==> src/rtl/regfile_mp_pkg.sv <==
`default_nettype none
// ============================================================================
// Module   : regfile_mp_pkg
// Purpose  : Shared constants and clear-sequencer state encoding for the
//            multi-port integer register file.
// Revision : 1.0 - initial release
// ============================================================================
package regfile_mp_pkg;

  localparam int XLEN     = 32;
  localparam int NREGS    = 32;
  localparam int RS_WIDTH = $clog2(NREGS);

  // Clear sequencer: INIT zeroes storage after reset, RUN is terminal.
  typedef enum logic [0:0] {
    RF_INIT = 1'b0,
    RF_RUN  = 1'b1
  } rf_state_t;

endpackage
`default_nettype wire

==> src/rtl/regfile_mp_if.sv <==
`default_nettype none
// ============================================================================
// Module   : regfile_mp_if
// Purpose  : Read/write/scoreboard bus of the multi-port register file.
//            master = pipeline side, slave = register file.
// Revision : 1.0 - initial release
// ============================================================================
interface regfile_mp_if #(
  parameter int XLEN   = 32,
  parameter int NREGS  = 32,
  parameter int NREAD  = 2,
  parameter int NWRITE = 2
);
  localparam int AW = $clog2(NREGS);

  logic                   init_done;
  logic [NREAD*AW-1:0]    rd_addr;
  logic [NREAD*XLEN-1:0]  rd_data;
  logic [NREAD-1:0]       rd_busy;
  logic [NWRITE-1:0]      wr_en;
  logic [NWRITE*AW-1:0]   wr_addr;
  logic [NWRITE*XLEN-1:0] wr_data;
  logic                   bsy_set;
  logic [AW-1:0]          bsy_addr;
  logic                   flush;

  modport master (
    input  init_done, rd_data, rd_busy,
    output rd_addr, wr_en, wr_addr, wr_data, bsy_set, bsy_addr, flush
  );

  modport slave (
    output init_done, rd_data, rd_busy,
    input  rd_addr, wr_en, wr_addr, wr_data, bsy_set, bsy_addr, flush
  );

endinterface
`default_nettype wire

==> src/rtl/regfile_mp_scoreboard.sv <==
`default_nettype none
// ============================================================================
// Module   : regfile_mp_scoreboard
// Purpose  : Per-register busy bits with flush > set > write-clear priority,
//            and per-read-port busy lookup unblocked by same-cycle writeback.
// Revision : 1.0 - initial release
// ============================================================================
module regfile_mp_scoreboard
  import regfile_mp_pkg::*;
#(
  parameter int NREGS  = regfile_mp_pkg::NREGS,
  parameter int NREAD  = 2,
  parameter int NWRITE = 2,
  parameter int AW     = $clog2(NREGS)
) (
  input  logic                 clk,
  input  logic                 rst,
  input  logic                 run,
  input  logic                 bsy_set,
  input  logic [AW-1:0]        bsy_addr,
  input  logic                 flush,
  input  logic [NWRITE-1:0]    wr_en,
  input  logic [NWRITE*AW-1:0] wr_addr,
  input  logic [NREAD*AW-1:0]  rd_addr,
  output logic [NREAD-1:0]     rd_busy
);

  logic [NREGS-1:0] busy;
  logic [NREGS-1:0] busy_nxt;

  // Next busy vector: write clears first, a new issue overrides, flush wipes all.
  always_comb begin
    busy_nxt = busy;
    if (flush) begin
      busy_nxt = '0;
    end else begin
      for (int k = 0; k < NWRITE; k++) begin
        if (wr_en[k]) busy_nxt[wr_addr[k*AW +: AW]] = 1'b0;
      end
      if (bsy_set) busy_nxt[bsy_addr] = 1'b1;
    end
    busy_nxt[0] = 1'b0;
  end

  // Busy register; only updated once the clear sequence has finished.
  always_ff @(posedge clk or posedge rst) begin
    if (rst) begin
      busy <= '0;
    end else if (run) begin
      busy <= busy_nxt;
    end
  end

  // Reader sees busy unless a writer to the same register lands this cycle.
  always_comb begin
    rd_busy = '0;
    for (int i = 0; i < NREAD; i++) begin
      rd_busy[i] = run && busy[rd_addr[i*AW +: AW]];
      for (int k = 0; k < NWRITE; k++) begin
        if (wr_en[k] && (wr_addr[k*AW +: AW] == rd_addr[i*AW +: AW])) rd_busy[i] = 1'b0;
      end
    end
  end

endmodule
`default_nettype wire

==> src/rtl/regfile_mp.sv <==
`default_nettype none
// ============================================================================
// Module   : regfile_mp
// Purpose  : N-read / 1..2-write integer register file with write-to-read
//            bypass, busy scoreboard and a post-reset clear sequencer so the
//            storage needs no per-entry reset.
// Revision : 1.0 - initial release
// ============================================================================
module regfile_mp
  import regfile_mp_pkg::*;
#(
  parameter int XLEN   = regfile_mp_pkg::XLEN,
  parameter int NREGS  = regfile_mp_pkg::NREGS,
  parameter int NREAD  = 2,
  parameter int NWRITE = 2
) (
  input  logic          clk,
  input  logic          rst,
  regfile_mp_if.slave   bus
);

  localparam int AW = $clog2(NREGS);

  rf_state_t        state;
  rf_state_t        state_nxt;
  logic [AW-1:0]    ptr;
  logic [AW-1:0]    ptr_nxt;
  logic             clr_en;
  logic             run;
  logic             init_done_q;
  logic [XLEN-1:0]  mem [NREGS];

  assign run           = (state == RF_RUN);
  assign bus.init_done = init_done_q;

  // Sequencer registers; init_done trails the move to RUN by one edge.
  always_ff @(posedge clk or posedge rst) begin
    if (rst) begin
      state       <= RF_INIT;
      ptr         <= AW'(1);
      init_done_q <= 1'b0;
    end else begin
      state       <= state_nxt;
      ptr         <= ptr_nxt;
      init_done_q <= (state == RF_RUN);
    end
  end

  // Clear walk over entries 1..NREGS-1; x0 is never stored.
  always_comb begin
    state_nxt = state;
    ptr_nxt   = ptr;
    clr_en    = 1'b0;
    case (state)
      RF_INIT: begin
        clr_en = 1'b1;
        if (ptr == AW'(NREGS - 1)) state_nxt = RF_RUN;
        else                       ptr_nxt   = ptr + AW'(1);
      end
      RF_RUN:  state_nxt = RF_RUN;
      default: state_nxt = RF_INIT;
    endcase
  end

  // Storage without reset so it can map to RAM; later write port wins.
  always_ff @(posedge clk) begin
    if (clr_en) begin
      mem[ptr] <= '0;
    end else if (run) begin
      for (int k = 0; k < NWRITE; k++) begin
        if (bus.wr_en[k] && (bus.wr_addr[k*AW +: AW] != '0))
          mem[bus.wr_addr[k*AW +: AW]] <= bus.wr_data[k*XLEN +: XLEN];
      end
    end
  end

  // Zero-latency reads: x0 and INIT force 0, highest write port bypasses.
  always_comb begin
    bus.rd_data = '0;
    for (int i = 0; i < NREAD; i++) begin
      bus.rd_data[i*XLEN +: XLEN] = mem[bus.rd_addr[i*AW +: AW]];
      for (int k = 0; k < NWRITE; k++) begin
        if (bus.wr_en[k] && (bus.wr_addr[k*AW +: AW] == bus.rd_addr[i*AW +: AW]))
          bus.rd_data[i*XLEN +: XLEN] = bus.wr_data[k*XLEN +: XLEN];
      end
      if (!run || (bus.rd_addr[i*AW +: AW] == '0))
        bus.rd_data[i*XLEN +: XLEN] = '0;
    end
  end

  regfile_mp_scoreboard #(
    .NREGS  (NREGS),
    .NREAD  (NREAD),
    .NWRITE (NWRITE),
    .AW     (AW)
  ) u_scoreboard (
    .clk      (clk),
    .rst      (rst),
    .run      (run),
    .bsy_set  (bus.bsy_set),
    .bsy_addr (bus.bsy_addr),
    .flush    (bus.flush),
    .wr_en    (bus.wr_en),
    .wr_addr  (bus.wr_addr),
    .rd_addr  (bus.rd_addr),
    .rd_busy  (bus.rd_busy)
  );

endmodule
`default_nettype wire
==> src/flat_wrapper.sv <==
// flat-port wrapper written by rule: the top's interface ports become plain ports
module regfile_mp_flat import regfile_mp_pkg::*;
#(
  parameter int XLEN   = regfile_mp_pkg::XLEN,
  parameter int NREGS  = regfile_mp_pkg::NREGS,
  parameter int NREAD  = 2,
  parameter int NWRITE = 2
)
  (clk, rst, bus_init_done, bus_rd_data, bus_rd_busy, bus_rd_addr, bus_wr_en, bus_wr_addr, bus_wr_data, bus_bsy_set, bus_bsy_addr, bus_flush);
  regfile_mp_if #(.XLEN(XLEN), .NREGS(NREGS), .NREAD(NREAD), .NWRITE(NWRITE)) bus_i ();
  input  logic clk;
  input  logic rst;
  output wire logic [$bits(bus_i.init_done)-1:0] bus_init_done;
  output wire logic [$bits(bus_i.rd_data)-1:0] bus_rd_data;
  output wire logic [$bits(bus_i.rd_busy)-1:0] bus_rd_busy;
  input wire logic [$bits(bus_i.rd_addr)-1:0] bus_rd_addr;
  input wire logic [$bits(bus_i.wr_en)-1:0] bus_wr_en;
  input wire logic [$bits(bus_i.wr_addr)-1:0] bus_wr_addr;
  input wire logic [$bits(bus_i.wr_data)-1:0] bus_wr_data;
  input wire logic [$bits(bus_i.bsy_set)-1:0] bus_bsy_set;
  input wire logic [$bits(bus_i.bsy_addr)-1:0] bus_bsy_addr;
  input wire logic [$bits(bus_i.flush)-1:0] bus_flush;
  assign bus_init_done = bus_i.init_done;
  assign bus_rd_data = bus_i.rd_data;
  assign bus_rd_busy = bus_i.rd_busy;
  assign bus_i.rd_addr = bus_rd_addr;
  assign bus_i.wr_en = bus_wr_en;
  assign bus_i.wr_addr = bus_wr_addr;
  assign bus_i.wr_data = bus_wr_data;
  assign bus_i.bsy_set = bus_bsy_set;
  assign bus_i.bsy_addr = bus_bsy_addr;
  assign bus_i.flush = bus_flush;
  regfile_mp #(.XLEN(XLEN), .NREGS(NREGS), .NREAD(NREAD), .NWRITE(NWRITE)) u_core (.clk(clk), .rst(rst), .bus(bus_i));
endmodule
==> config.mk <==
export PLATFORM = sky130hd
export DESIGN_NAME = regfile_mp_flat
export DESIGN_NICKNAME = d
export VERILOG_FILES = /design/src/rtl/regfile_mp_pkg.sv /design/src/rtl/regfile_mp_if.sv /design/src/rtl/regfile_mp_scoreboard.sv /design/src/rtl/regfile_mp.sv /design/src/flat_wrapper.sv
export SDC_FILE = /design/constraint.sdc
export NUM_CORES = 2
export LEC_CHECK = 0
export CAP_MARGIN = 15
export CORE_MARGIN = 2
export CORE_UTILIZATION = 60
export DETAILED_ROUTE_END_ITERATION = 8
export DONT_BUFFER_PORTS = 1
export PLACE_DENSITY = 0.81
export SLEW_MARGIN = 30
export SYNTH_ARGS = -nofsm -noshare
export SYNTH_HDL_FRONTEND = slang
export SYNTH_SLANG_ARGS = --single-unit
==> constraint.sdc <==
create_clock -name clk -period 3.65 [get_ports clk]
set_input_delay 0.73 -clock clk [delete_from_list [all_inputs] [get_ports clk]]
set_output_delay 0.73 -clock clk [all_outputs]
set_load 0.005 [all_outputs]
==> metrics.yaml <==
worst_setup_path:
  path_max_fanout: 266
  r2r_setup_slack_ns: 0.73
  reg2reg_depth: 8
  path_class: "input pin to output port"
  r2r_start: "u_core.run$_DFF_PP0_"
  worst_setup_path_end_kind: "output port"
  startpoint_type: "input pin"
  reg2reg_to: "u_core.mem[6][21]$_DFFE_PP_"
  arrival_ns: 3.16
  worstPathRequired_ns: 2.92
floorplanning:
  core_area_mm2: 0.103
  placementRows: 118
  die_w_um: 326
  initial_core_util_pct: 60.4
  die_area_mm2: 0.106
  die_y_um: 326
  ios: 162
worst_hold_path:
  min_delay_path_depth: 2
  hp-class: "input pin to flop"
  min_from: "bus_wr_data[50]"
  hold_end: "u_core.mem[30][18]$_DFFE_PP_"
timing:
  maxSlewHeadroom_pct: 25.6
  skew_ns: 0.0334
  max_slew.worst_pin.slew_ns: 1.12
  max_freq_ghz: 0.257
  finalCritPeriodShare_pct: 106
  rsz0062_at_grt: "yes"
  slew_violations: 0
  fin_crit_ns: 3.89
  setup_slack_ns: -0.237
  hold_ws_ns: 0.212
  hold_viol: 0
  setup_viol: 32
cts:
  clkTransAtPathRegs_ns: 0.07
  cts_tree: "yes"
  root_buffer: "clkbuf_16"
  cts_inserted_buffers: 106
  ctsHtreeMaxLevel: 3
  cts_buffer_depth: 3
  insertion_delay_ns: 0.72
  clock-sinks: 1062
cells_and_area:
  fill_cells: 6977
  final_layout_size_suffix_gt1_share_pct: 20.5
  areaGrowthSynthToFinish_pct: 8.69
  fin_nets: 4986
global_routing:
  grt_overflow: 0
  grt_pass1_vias: 47700
  track_usage_pct: 40.5
  grt_pass1_wl_um: 313000
  grt_max_degree: 267
  antenna_found_initial: 12
route:
  drtIter0Drc: 9936
  vias: 48800
  wl_per_cell_um: 34.4
  vias_per_cell: 7.67
  ant_nets: 0
  drcViolationCount: 0
  drt_pass1_iterations: 7
  wl_um: 219000
flow_run:
  drv_cap: 0
synthesis:
  synth_cell_type_count: 63
  synth_area_per_cell_um2: 12.0
  synth-edff-count: 1024
  synth_area_leaders: "edfxtp_1 49%, mux4_2 19%, o21ai_0 8.4%"
  yosys.area.top_type: "edfxtp_1"
  ys_warn_count: 0
  synth_top_area_share_pct: 49.4
  netlist_instances: 5213
  ys_seq_area_share_pct: 50.9
  ys_ff_latch: 1062
  synthesis.nets: 5310
  ys_dominant_reg_cell: "edfxtp_1"
  async_reset_ff_share_pct: 3.58
  synth_area_mm2: 0.0623
status:
  violations: "negative setup slack"
  status: "finished, violations left"
power_and_ir_drop:
  pwr-share-clk_pct: 40.3
  swShare_pct: 23.6
  seqPwrFrac_pct: 50.1
  power.leakage_nw: 22.9
  ir_worst_vdd_mv: 0.553
  p_int_mw: 20.6
  p_comb_share_pct: 9.6
  fin_total_pwr_mw: 26.9
  power_switching_mw: 6.37
  power_density_mw_per_mm2: 398
placement:
  gp_congestion: 0.964
  dp_hpwl_um: 125000
  port_buffers: 0
## how the worst max path moves through the flow
stage / endpoint / from
after floorplan: u_core.mem[4][0]$_DFFE_PP_ / bus_wr_addr[4]
after global placement: bus_rd_data[7] / bus_rd_addr[0]
after detailed placement: bus_rd_data[19] / bus_rd_addr[0]
after CTS: bus_rd_data[6] / u_core.run$_DFF_PP0_
after global routing: bus_rd_data[28] / bus_rd_addr[0]
final: bus_rd_data[10] / bus_rd_addr[0]
## metrics by stage
stage	util, %	setup TNS (ns)	std cells	area [µm²]	setup WS, ns
final	65.6	-4.29	6360	67700	-0.237
after detailed placement	61.9	0	6151	63900	0.00198
after CTS	65.2	-0.375	6344	67300	-0.0614
after floorplan	-	-178.50	5213	62400	-0.583
after global placement	61.9	-0.519	6150	63900	-0.200
after global routing	65.6	-1.14	6353	67700	-0.155
## power by group through the flow
stage	Sequential, mW	Clock [mW]	Combinational [mW]
2_1_floorplan	13.7	0	2.07
3_3_place_gp	13.7	0	2.28
3_5_place_dp	13.8	0	2.35
4_1_cts	13.5	10.7	2.38
5_1_grt	13.5	11.2	2.64
6_report	13.5	10.8	2.59
## synthesized netlist by cell type (all sizes together), types with 3 or more instances
master / n
nand2: 1111
o21ai: 1055
edfxtp: 1024
mux4: 525
clkbuf: 433
buf: 224
mux2i: 224
a22oi: 93
o22ai: 63
nor2: 58
inv: 43
nand3: 43
dfrtp: 37
nor2b: 35
a211oi: 31
a221o: 31
a2111oi: 30
a22o: 30
xor2: 16
nand3b: 15
or3: 8
a31oi: 7
mux2: 7
xnor2: 7
nor4: 6
a21oi: 4
a41oi: 4
nand4: 4
nor3: 4
or2: 4
or3b: 4
and3: 3
o21a: 3
## layout make-up
class	instances	area (µm²)	area share [%]
sequential	1062	31700	46.8
multi-input combinational	3451	28400	41.9
clock buffer	141	2860	4.22
timing repair buffer	225	2410	3.57
tap	1380	1730	2.55
clock inverter	51	468	0.691
inverter	43	161	0.238
antenna	7	17.5	0.0259
## timing repair
action / in CTS / in global routing
cloned: 0 / 1
setup endpoints to repair: 25 / 27
gates resized for setup: 26 / 48
endpoints found under the hold margin: 5 / 0
hold buffers: 1 / 0
buffers inserted: 0 / 8
pin swaps: 0 / 11
## metal layers
layer	vias up	track usage (%)	share of wire, %
met5	-	0	0.10
met4	20	26.4	8.0
met3	1314	18.8	20
met2	5194	58.0	42
met1	23100	49.5	30
li1	19200	-	-
## layout by cell type, fill, tap and decap left out, drive strengths merged, types with 8 or more instances in the layout
cell type  instances
nand2           1111
mux2i            224
nand3b            15
edfxtp          1024
nand3             43
buf              223
o21ai           1055
nor2b             35
o22ai             63
mux4             525
dfrtp             37
xor2              16
a22o              30
clkbuf           142
inv               47
a22oi             93
a2111oi           30
a211oi            31
a221o             31
or3                8
nor2              58
clkinv            34
## flip-flops by register name, indices dropped and copies added, names as in the netlist
signal                    flops
u_core.ptr                    5
u_core.mem                 1024
u_core.bus.init_done          1
u_core.u_scoreboard.busy     31
u_core.run                    1
## worst max-delay path, cell delays in order
cell,delay (ns)
xor2_1,0.34
nor4_1,0.38
nand3_1,0.15
nand3b_1,0.17
buf_12,0.15
buf_16,0.13
buf_12,0.15
a2111oi_2,0.07
buf_4,0.22
a221o_1,0.29
## cell families after synthesis
logic type	count (synthesis)	synth area share (%)
buffers and inverters	700	5.16
adders and majority gates	2	0.0402
DFF	1062	50.9
AOI/OAI and AO/OA	1366	12.4
and+or+nand+nor	1304	8.47
muxes	756	22.7
xor gates and xnor gates	23	0.323
Note: power is estimated with default switching activity, not from simulation.
